`config.mk`:
```
export PLATFORM = sky130hd
export DESIGN_NAME = mem_port_arbiter
export DESIGN_NICKNAME = d
export VERILOG_FILES = /design/src/rtl/mem_port_arbiter.sv
export SDC_FILE = /design/constraint.sdc
export NUM_CORES = 1
export LEC_CHECK = 0
export ABC_AREA = 1
export CORE_ASPECT_RATIO = 1.5
export CORE_MARGIN = 2
export CORE_UTILIZATION = 37
export DETAILED_ROUTE_END_ITERATION = 10
export GPL_TIMING_DRIVEN = 0
export HOLD_SLACK_MARGIN = 0.06
export PLACE_DENSITY = 0.76
export SYNTH_ARGS = -nofsm -noshare
export SYNTH_HDL_FRONTEND = slang
export SYNTH_SLANG_ARGS = --single-unit
export TNS_END_PERCENT = 50
```
`constraint.sdc`:
```
create_clock -name clk -period 1.07 [get_ports clk]
set_clock_uncertainty 0.05 [all_clocks]
set_input_delay 0.214 -clock clk [delete_from_list [all_inputs] [get_ports clk]]
set_output_delay 0.214 -clock clk [all_outputs]
set_load 0.02 [all_outputs]
```
`src/rtl/mem_port_arbiter.sv`:
```
// mem_port_arbiter: shares one memory port between instruction fetch and load/store; optional access timeout under MEM_TIMEOUT_EN
module mem_port_arbiter #(
  parameter int DATA_PRIO      = 1,
  parameter int TIMEOUT_CYCLES = 255
) (
  input  logic        clk,
  input  logic        rst_n,
  input  logic        if_req,
  input  logic [31:0] if_addr,
  output logic        if_gnt,
  output logic        if_rvalid,
  output logic [31:0] if_rdata,
  input  logic        ls_req,
  input  logic [31:0] ls_addr,
  input  logic        ls_we,
  input  logic [3:0]  ls_be,
  input  logic [31:0] ls_wdata,
  output logic        ls_gnt,
  output logic        ls_rvalid,
  output logic [31:0] ls_rdata,
  output logic        mem_req,
  output logic [31:0] mem_addr,
  output logic        mem_we,
  output logic [3:0]  mem_be,
  output logic [31:0] mem_wdata,
  input  logic        mem_ready,
  input  logic [31:0] mem_rdata,
  output logic        sel,
  output logic        busy,
  output logic        err
);
  typedef enum logic [1:0] {IDLE, ACCESS, RESP} state_t;
  state_t state;
  logic last_owner, win_ls, tmo, done;
  logic [31:0] cap;
`ifdef MEM_TIMEOUT_EN
  logic [7:0] cnt;
  assign tmo = !mem_ready && (cnt == 8'(TIMEOUT_CYCLES - 1));
`else
  assign tmo = 1'b0;
`endif
  // LS wins a tie under fixed priority or when IF owned the port last
  assign win_ls = ls_req && (!if_req || (DATA_PRIO != 0) || !last_owner);
  assign if_gnt = (state == IDLE) && if_req && !win_ls;
  assign ls_gnt = (state == IDLE) && win_ls;
  assign busy   = (state != IDLE);
  assign done   = mem_ready || tmo;
  assign cap    = mem_ready ? mem_rdata : 32'd0;
  // grant, hold the access until completion or abort, then one response cycle
  always_ff @(posedge clk or negedge rst_n) begin
    if (!rst_n) begin
      state      <= IDLE;
      last_owner <= 1'b1;
      sel        <= 1'b0;
      mem_req    <= 1'b0;
      mem_addr   <= '0;
      mem_we     <= 1'b0;
      mem_be     <= '0;
      mem_wdata  <= '0;
      if_rvalid  <= 1'b0;
      ls_rvalid  <= 1'b0;
      if_rdata   <= '0;
      ls_rdata   <= '0;
      err        <= 1'b0;
`ifdef MEM_TIMEOUT_EN
      cnt        <= '0;
`endif
    end else begin
      case (state)
        IDLE: if (if_req || ls_req) begin
          mem_addr   <= win_ls ? ls_addr : if_addr;
          mem_we     <= win_ls && ls_we;
          mem_be     <= win_ls ? ls_be : 4'hF;
          mem_wdata  <= win_ls ? ls_wdata : 32'd0;
          sel        <= win_ls;
          last_owner <= win_ls;
          mem_req    <= 1'b1;
          state      <= ACCESS;
`ifdef MEM_TIMEOUT_EN
          cnt        <= '0;
`endif
        end
        ACCESS: begin
`ifdef MEM_TIMEOUT_EN
          cnt <= cnt + 8'd1;
`endif
          if (done) begin
            mem_req   <= 1'b0;
            if_rvalid <= !sel;
            ls_rvalid <= sel;
            err       <= tmo;
            state     <= RESP;
            if (sel) ls_rdata <= cap;
            else     if_rdata <= cap;
          end
        end
        RESP: begin
          if_rvalid <= 1'b0;
          ls_rvalid <= 1'b0;
          err       <= 1'b0;
          state     <= IDLE;
        end
        default: state <= IDLE;
      endcase
    end
  end
endmodule

```
==> summary.log, run 1 <==
INFO  cts            clock_sink_count=139
INFO  setup_path     critPathRequiredTime=0.81ns
INFO  detailed_routing via_per_inst=4.70
INFO  setup_path     cp_endpoint_kind=output pin
INFO  sta            timing.max_slew.rel_slack=0.624
INFO  detailed_routing routed-via-count=6139
INFO  cts            worstSkewPairLatency=0.41ns
INFO  floorplanning  vertical_die_dimension=158microns
INFO  pwr            largest_voltage_drop_on_the_vdd_net=0.00182V
INFO  cells_and_area antenna_cells_inserted=0
INFO  cells_and_area finalCoreUtilization=0.695
INFO  setup_path     crit_chain=nor2_4 > buf_6 > nand2_4 > inv_4 > buf_6
INFO  setup_path     critPathLaunchType=flip-flop
INFO  cts            clockRootBuffer=sky130_fd_sc_hd__clkbuf_16
INFO  pwr            pd_cells=3100nW/um^2
INFO  pwr            power=33.3mW
INFO  cts            numCtsBuffers=17
INFO  synthesis      ys_types=16
INFO  sta            finalWorstSetupSlack=-0.540ns
INFO  floorplanning  floorplan.rows=56
INFO  placement      place.gp.congestion=0.858
INFO  synthesis      post_synthesis_cell_type_with_the_largest_combined_area=sky130_fd_sc_hd__dfrtp_1
INFO  pwr            p_leak=5.67nW
INFO  detailed_routing drt_pass1_iterations=5
INFO  detailed_routing drt_iter0_markers=335
INFO  detailed_routing totalWireLength=21000microns
INFO  sta            fin_crit_sh=1.50
INFO  floorplanning  top_level_ports=279
INFO  sta            setup-tns-final=-59.54ns
INFO  synthesis      synth_seq_cells=139
INFO  global_routing gr-usage-all-layers=0.221
INFO  cts            clkSlewWorstSetupHoldPaths=0.07ns
INFO  setup_path     critical_setup_path_kind=flip-flop to output pin
INFO  synthesis      syn-instance-count=718
INFO  detailed_routing route.antenna.remaining_nets=0
INFO  synthesis      top_cells_by_area_synth=sky130_fd_sc_hd__dfrtp_1 (60%), sky130_fd_sc_hd__nand2_1 (29%), sky130_fd_sc_hd__nand3_1 (6.2%)
INFO  setup_path     cp_num_buf_inv=3
INFO  detailed_routing route.detailed.drc=0
INFO  setup_path     timing.critical_path.max_delay_family=flip-flops
INFO  synthesis      syn_area=5820squm
INFO  sta            setup_viol_count_final=279
INFO  synthesis      seq_area_frac_synth=0.598
INFO  floorplanning  full_die_area=16800squm
INFO  synthesis      postSynthNetCount=856
INFO  synthesis      avgSynthCellArea=8.10squm
INFO  sta            achievable-frequency=621MHz
INFO  status         violations=negative hold slack, negative setup slack
INFO  synthesis      synth.yosys.warnings=0
INFO  setup_path     worst-path-max-fanout=3
INFO  sta            rsz0062_at_grt=yes
INFO  sta            hold_slack=-0.279ns
INFO  cts            cts.path.max_buffers=2
INFO  job            timing.max_cap.violations=0
INFO  detailed_routing routedWlPerCell=16.0microns
INFO  cells_and_area fraction_of_final_layout_cells_with_drive_strength_greater_than_1=0.316
INFO  synthesis      synth_top_cell_area_share=0.598
INFO  setup_path     critical_path_top_delay_cell=sky130_fd_sc_hd__dfrtp_2
INFO  setup_path     slowest_delay=0.45ns
INFO  global_routing grt_remaining_overflow=0
INFO  placement      numPortBuffers=276
INFO  placement      hpwl=13300microns
INFO  global_routing global_route_wire_length_before_repair=29200microns
INFO  status         status=finished with violations
INFO  global_routing grt_max_degree=83
INFO  sta            hold_violations=57
INFO  setup_path     worstPathArrival=1.35ns
INFO  floorplanning  starting_density_of_the_core=0.376
INFO  setup_path     worst_setup_slack_for_register_to_register_paths=-0.43ns
INFO  global_routing grt_pass1_vias=5990
INFO  min_path       hold_path.class=input port to async pin
INFO  cts            clock_tree_from_tritoncts=done
INFO  global_routing grt_antenna_before_repair=0
INFO  sta            min_period=1.61ns
INFO  floorplanning  floorplan.core_area=15500squm
INFO  sta            worst_pin_slew=0.564ns
INFO  setup_path     crit_top_cell=sky130_fd_sc_hd__buf_6
INFO  cells_and_area fin_nets=1228
INFO  floorplanning  die_width=106microns
INFO  cts            cts_max_level=4
INFO  cells_and_area fillers=1159
INFO  cells_and_area flow.area_growth_from_synthesis=85.0%
INFO  sta            final_max_slew_viol_count=0
## path summary, 6_finish.rpt
check | startpoint | endpoint | cells past startpoint
min in group clk | ls_req | mem_addr[31] | 5
max in group asynchronous | rst_n | mem_wdata[24] | 2
worst max-delay path | state[1] | ls_gnt | 5
worst min-delay path | rst_n | ls_rdata[1] | 1
worst max register to register | state[1] | ls_rdata[11] | 9
worst min register to register | mem_wdata[30] | mem_wdata[30] | 2
## report_power, final
group / switching, mW / internal (mW) / total [mW]
sequential: 1.94 / 7.74 / 9.68
clock: 2.59 / 3.06 / 5.66
combinational: 9.02 / 8.97 / 18.0
total: 13.5 / 19.8 / 33.3
## per-layer routing
layer  track usage  wire, microns  part of all wire
met5             0              0                 0
met4         0.107            788             0.038
met3        0.0352           1050             0.050
met2         0.405          11600              0.55
met1         0.248           7540              0.36
## sequential cells by signal, summed over array words and instances, names as in the netlist
register,count
mem_addr,32
mem_req,1
ls_rdata,32
sel,1
mem_wdata,32
mem_we,1
ls_rvalid,1
mem_be,4
state,2
if_rvalid,1
if_rdata,32
## cells in the mapped netlist
library cell               count
sky130_fd_sc_hd__buf_4         2
sky130_fd_sc_hd__nor3_1        1
sky130_fd_sc_hd__nand2_1     443
sky130_fd_sc_hd__buf_2        33
sky130_fd_sc_hd__inv_2         3
sky130_fd_sc_hd__conb_1        1
sky130_fd_sc_hd__o21ai_0       1
sky130_fd_sc_hd__dfrtp_1     139
sky130_fd_sc_hd__nor2_2        4
sky130_fd_sc_hd__nand2_2       2
sky130_fd_sc_hd__inv_1         9
sky130_fd_sc_hd__buf_1         1
sky130_fd_sc_hd__nor2_4        1
sky130_fd_sc_hd__nor2_1        1
sky130_fd_sc_hd__nand3_1      72
sky130_fd_sc_hd__clkbuf_1      5
## cells in the final DEF (no fill, tap or decap), drive strengths merged
cell type,n
nand2,447
clkdlybuf4s50,135
inv,22
buf,246
nor3,1
o21ai,1
nand3,72
clkbuf,28
nor2,6
clkinv,3
conb,1
clkinvlp,2
dfrtp,139
## logic make-up after synthesis
| group | Yosys count | synth area share |
|---|---|---|
| other | 1 | 0.000645 |
| flip-flops | 139 | 0.598 |
| AO/OA/AOI/OAI | 1 | 0.000860 |
| buffers and inverters | 53 | 0.0426 |
| AND/OR/NAND/NOR | 524 | 0.358 |
## area by class of cell
type | count | area [sq um] | area share
Timing Repair Buffer | 351 | 3700 | 0.344
Sequential cell | 139 | 3480 | 0.324
Multi-Input combinational cell | 528 | 2340 | 0.218
Clock buffer | 17 | 425 | 0.0395
Buffer | 41 | 382 | 0.0355
Tap cell | 203 | 254 | 0.0236
Clock inverter | 15 | 129 | 0.0120
Inverter | 12 | 47.5 | 0.00442
## metrics by stage
step | instances | setup WS, ns | instance area (sq um)
3_3_place_gp | 1197 | -6.37 | 8890
4_1_cts | 1273 | -0.552 | 10100
5_1_grt | 1306 | -0.592 | 10800
3_5_place_dp | 1198 | -0.791 | 8920
6_report | 1306 | -0.540 | 10800
2_1_floorplan | 718 | -0.0839 | 5880
## repair_timing
item | in CTS | in global routing
pin swaps | 6 | 16
setup buffers | 43 | 21
endpoints found under the hold margin | 57 | 57
cloned | 0 | 14
resized for setup | 871 | 111
endpoints found under the setup margin | 278 | 278
No activity file was read; power rests on OpenSTA's default activity.
==> run 2: changes to the inputs <==
--- a/config.mk
+++ b/config.mk
@@ -6,6 +6,7 @@
 export NUM_CORES = 1
 export LEC_CHECK = 0
 export ABC_AREA = 1
+export CAP_MARGIN = 20
 export CORE_ASPECT_RATIO = 1.5
 export CORE_MARGIN = 2
 export CORE_UTILIZATION = 37
==> run 2 against run 1 <==
Against the previous run: the flow still finishes with violations (negative hold slack, negative setup slack); combinational power up 4%; highest routed layer unchanged; largest cell class unchanged; final cell count up 0.54%; clock-buffer cell count unchanged; setup slack better by 0.0082 ns; clock power down 2%; non-clock buffer count up 6; worst hold slack better by 0.0073 ns; die area unchanged.
==> summary.log, run 2 (synthesis gave the netlist of run 1 again) <==
INFO  status         status=finished with violations [unchanged]
INFO  status         violations=negative hold slack, negative setup slack [unchanged]
INFO  cts            cts_max_level=4 [unchanged]
INFO  cts            clock_sink_count=139 [unchanged]
INFO  cells_and_area finalCoreUtilization=0.706 [was 0.695]
INFO  floorplanning  top_level_ports=279 [unchanged]
INFO  floorplanning  die_width=106microns [unchanged]
INFO  placement      place.gp.congestion=0.858 [unchanged]
INFO  floorplanning  floorplan.core_area=15500squm [unchanged]
INFO  cells_and_area fin_nets=1235 [was 1228]
INFO  detailed_routing drt_iter0_markers=286 [was 335]
INFO  sta            achievable-frequency=624MHz [was 621 MHz]
INFO  setup_path     worst-path-max-fanout=5 [was 3]
INFO  floorplanning  floorplan.rows=56 [unchanged]
INFO  job            timing.max_cap.violations=0 [unchanged]
INFO  setup_path     critical_setup_path_kind=flip-flop to flip-flop [was flip-flop to output pin]
INFO  placement      hpwl=13300microns [about the same]
INFO  detailed_routing route.antenna.remaining_nets=0 [unchanged]
INFO  cells_and_area fillers=1134 [was 1159]
INFO  cts            clock_tree_from_tritoncts=done [unchanged]
INFO  sta            setup_viol_count_final=278 [was 279]
INFO  global_routing grt_remaining_overflow=0 [unchanged]
INFO  pwr            power=34.0mW [was 33.3 mW]
INFO  detailed_routing routedWlPerCell=16.0microns [about the same]
INFO  placement      numPortBuffers=276 [unchanged]
INFO  setup_path     critPathLaunchType=flip-flop [unchanged]
INFO  global_routing grt_antenna_before_repair=0 [unchanged]
INFO  detailed_routing drt_pass1_iterations=4 [was 5]
INFO  sta            min_period=1.60ns [was 1.61 ns]
INFO  sta            rsz0062_at_grt=yes [unchanged]
INFO  global_routing grt_pass1_vias=5907 [was 5990]
INFO  cells_and_area flow.area_growth_from_synthesis=88.1% [was 85.0%]
INFO  cells_and_area footprint_of_the_multi_input_gates=2490squm [was 2340 sq um]
INFO  sta            timing.max_slew.rel_slack=0.620 [was 0.624]
INFO  global_routing grt_max_degree=83 [unchanged]
INFO  sta            worst_pin_slew=0.570ns [was 0.564 ns]
INFO  detailed_routing route.detailed.drc=0 [unchanged]
INFO  sta            final_max_slew_viol_count=0 [unchanged]
INFO  floorplanning  vertical_die_dimension=158microns [unchanged]
INFO  placement      dp_worst_setup_slack=-0.797ns [was -0.791 ns]
INFO  sta            hold_violations=57 [unchanged]
INFO  detailed_routing totalWireLength=21000microns [about the same]
INFO  cells_and_area layout_common_cells=sky130_fd_sc_hd__nand2_1 (365), sky130_fd_sc_hd__buf_6 (160), sky130_fd_sc_hd__dfrtp_1 (136), sky130_fd_sc_hd__clkdlybuf4s50_1 (135), sky130_fd_sc_hd__nand3_1 (71) [was sky130_fd_sc_hd__nand2_1 (397), sky130_fd_sc_hd__buf_6 (170), sky130_fd_sc_hd__dfrtp_1 (136), sky130_fd_sc_hd__clkdlybuf4s50_1 (135), sky130_fd_sc_hd__nand3_1 (72)]
INFO  setup_path     worstPathArrival=1.83ns [was 1.35 ns]
INFO  floorplanning  starting_density_of_the_core=0.376 [unchanged]
INFO  detailed_routing routed-via-count=6206 [was 6139]
INFO  pwr            largest_voltage_drop_on_the_vdd_net=0.00154V [was 0.00182 V]
INFO  cells_and_area most_common_library_cell_in_the_layout_ignoring_fill_and_taps=sky130_fd_sc_hd__nand2_1 [unchanged]
INFO  sta            fin_crit_sh=1.50 [about the same]
INFO  cts            clkSlewWorstSetupHoldPaths=0.07ns [about the same]
INFO  sta            hold_slack=-0.272ns [was -0.279 ns]
INFO  sta            finalWorstSetupSlack=-0.532ns [was -0.540 ns]
INFO  detailed_routing via_per_inst=4.73 [was 4.70]
INFO  cts            clockRootBuffer=sky130_fd_sc_hd__clkbuf_16 [unchanged]
INFO  min_path       hold_path.class=input port to async pin [unchanged]
INFO  pwr            p_leak=5.71nW [was 5.67 nW]
INFO  cts            worstSkewPairLatency=0.40ns [was 0.41 ns]
INFO  floorplanning  full_die_area=16800squm [unchanged]
INFO  global_routing gr-usage-all-layers=0.222 [was 0.221]
INFO  setup_path     critPathRequiredTime=1.30ns [was 0.81 ns]
INFO  cts            cts.path.max_buffers=2 [unchanged]
INFO  setup_path     cp_endpoint_kind=flip-flop [was output pin]
INFO  cells_and_area regArea=3480squm [unchanged]
INFO  cells_and_area antenna_cells_inserted=0 [unchanged]
INFO  global_routing global_route_wire_length_before_repair=29500microns [was 29200 microns]
INFO  pwr            pd_cells=3110nW/um^2 [was 3100 nW/um^2]
INFO  cts            numCtsBuffers=17 [unchanged]
INFO  cells_and_area fraction_of_final_layout_cells_with_drive_strength_greater_than_1=0.350 [was 0.316]
==> run 2: metrics by stage <==
step | instances | area, sq um | TNS [ns]
final | 1313 | 10900 | -66.40
after global routing | 1313 | 10900 | -79.46
after CTS | 1283 | 10100 | -57.79
after detailed placement | 1198 | 8920 | -93.63
after global placement | 1197 | 8890 | -902.07
after floorplan | 718 | 5880 | -10.35
==> run 2: final cells by class <==
type,count,share of cell area
multi-input cells,529,0.228
plain buffers,41,0.0334
inverters,12,0.00435
clock buffers,17,0.0389
well taps,203,0.0232
repair buffers,357,0.342
flip-flops and latches,139,0.318
clock inverters,15,0.0114
==> run 2: worst max-delay path: stages, from the launching register on <==
cell                        delay [ns]
sky130_fd_sc_hd__dfrtp_2          0.41
sky130_fd_sc_hd__inv_2            0.07
sky130_fd_sc_hd__buf_6            0.11
sky130_fd_sc_hd__buf_6            0.11
sky130_fd_sc_hd__nor2_4           0.15
sky130_fd_sc_hd__buf_6            0.16
sky130_fd_sc_hd__nand2_8          0.10
sky130_fd_sc_hd__clkbuf_16        0.19
sky130_fd_sc_hd__nand2_2          0.06
sky130_fd_sc_hd__nand2_1          0.07
==> run 2: per-layer routing <==
metal	wire length, microns	vias to the layer above	track usage
met5	0	-	0
met4	892	0	0.0996
met3	1090	56	0.0431
met2	11400	235	0.401
met1	7610	2942	0.253
li1	-	2973	-
==> run 2: worst paths after layout <==
path	slack [ns]	depth (start not counted)	startpoint	end
min in group clk	0.21	5	ls_req	mem_addr[31]
min reg2reg	0.44	2	mem_wdata[30]	mem_wdata[30]
max reg2reg	-0.53	9	state[0]	ls_rdata[2]
max in group asynchronous	0.42	2	rst_n	mem_wdata[31]
max	-0.53	9	state[0]	ls_rdata[2]
min	-0.27	1	rst_n	ls_rdata[1]
==> run 2: repair_timing <==
| item | 4_1_cts | 5_1_grt |
|---|---|---|
| endpoints found under the hold margin | 57 | 57 |
| setup buffers | 53 | 18 |
| gates cloned | 0 | 15 |
| endpoints found under the setup margin | 278 | 278 |
| pin swaps | 6 | 39 |
| gates resized for setup | 866 | 142 |
==> run 2: where the power goes <==
group          leakage [nW]  total (mW)  internal [mW]  switching [mW]
clock                 0.266        5.54           3.05            2.49
combinational          3.70        18.8           9.43            9.33
sequential             1.74        9.72           7.74            1.98
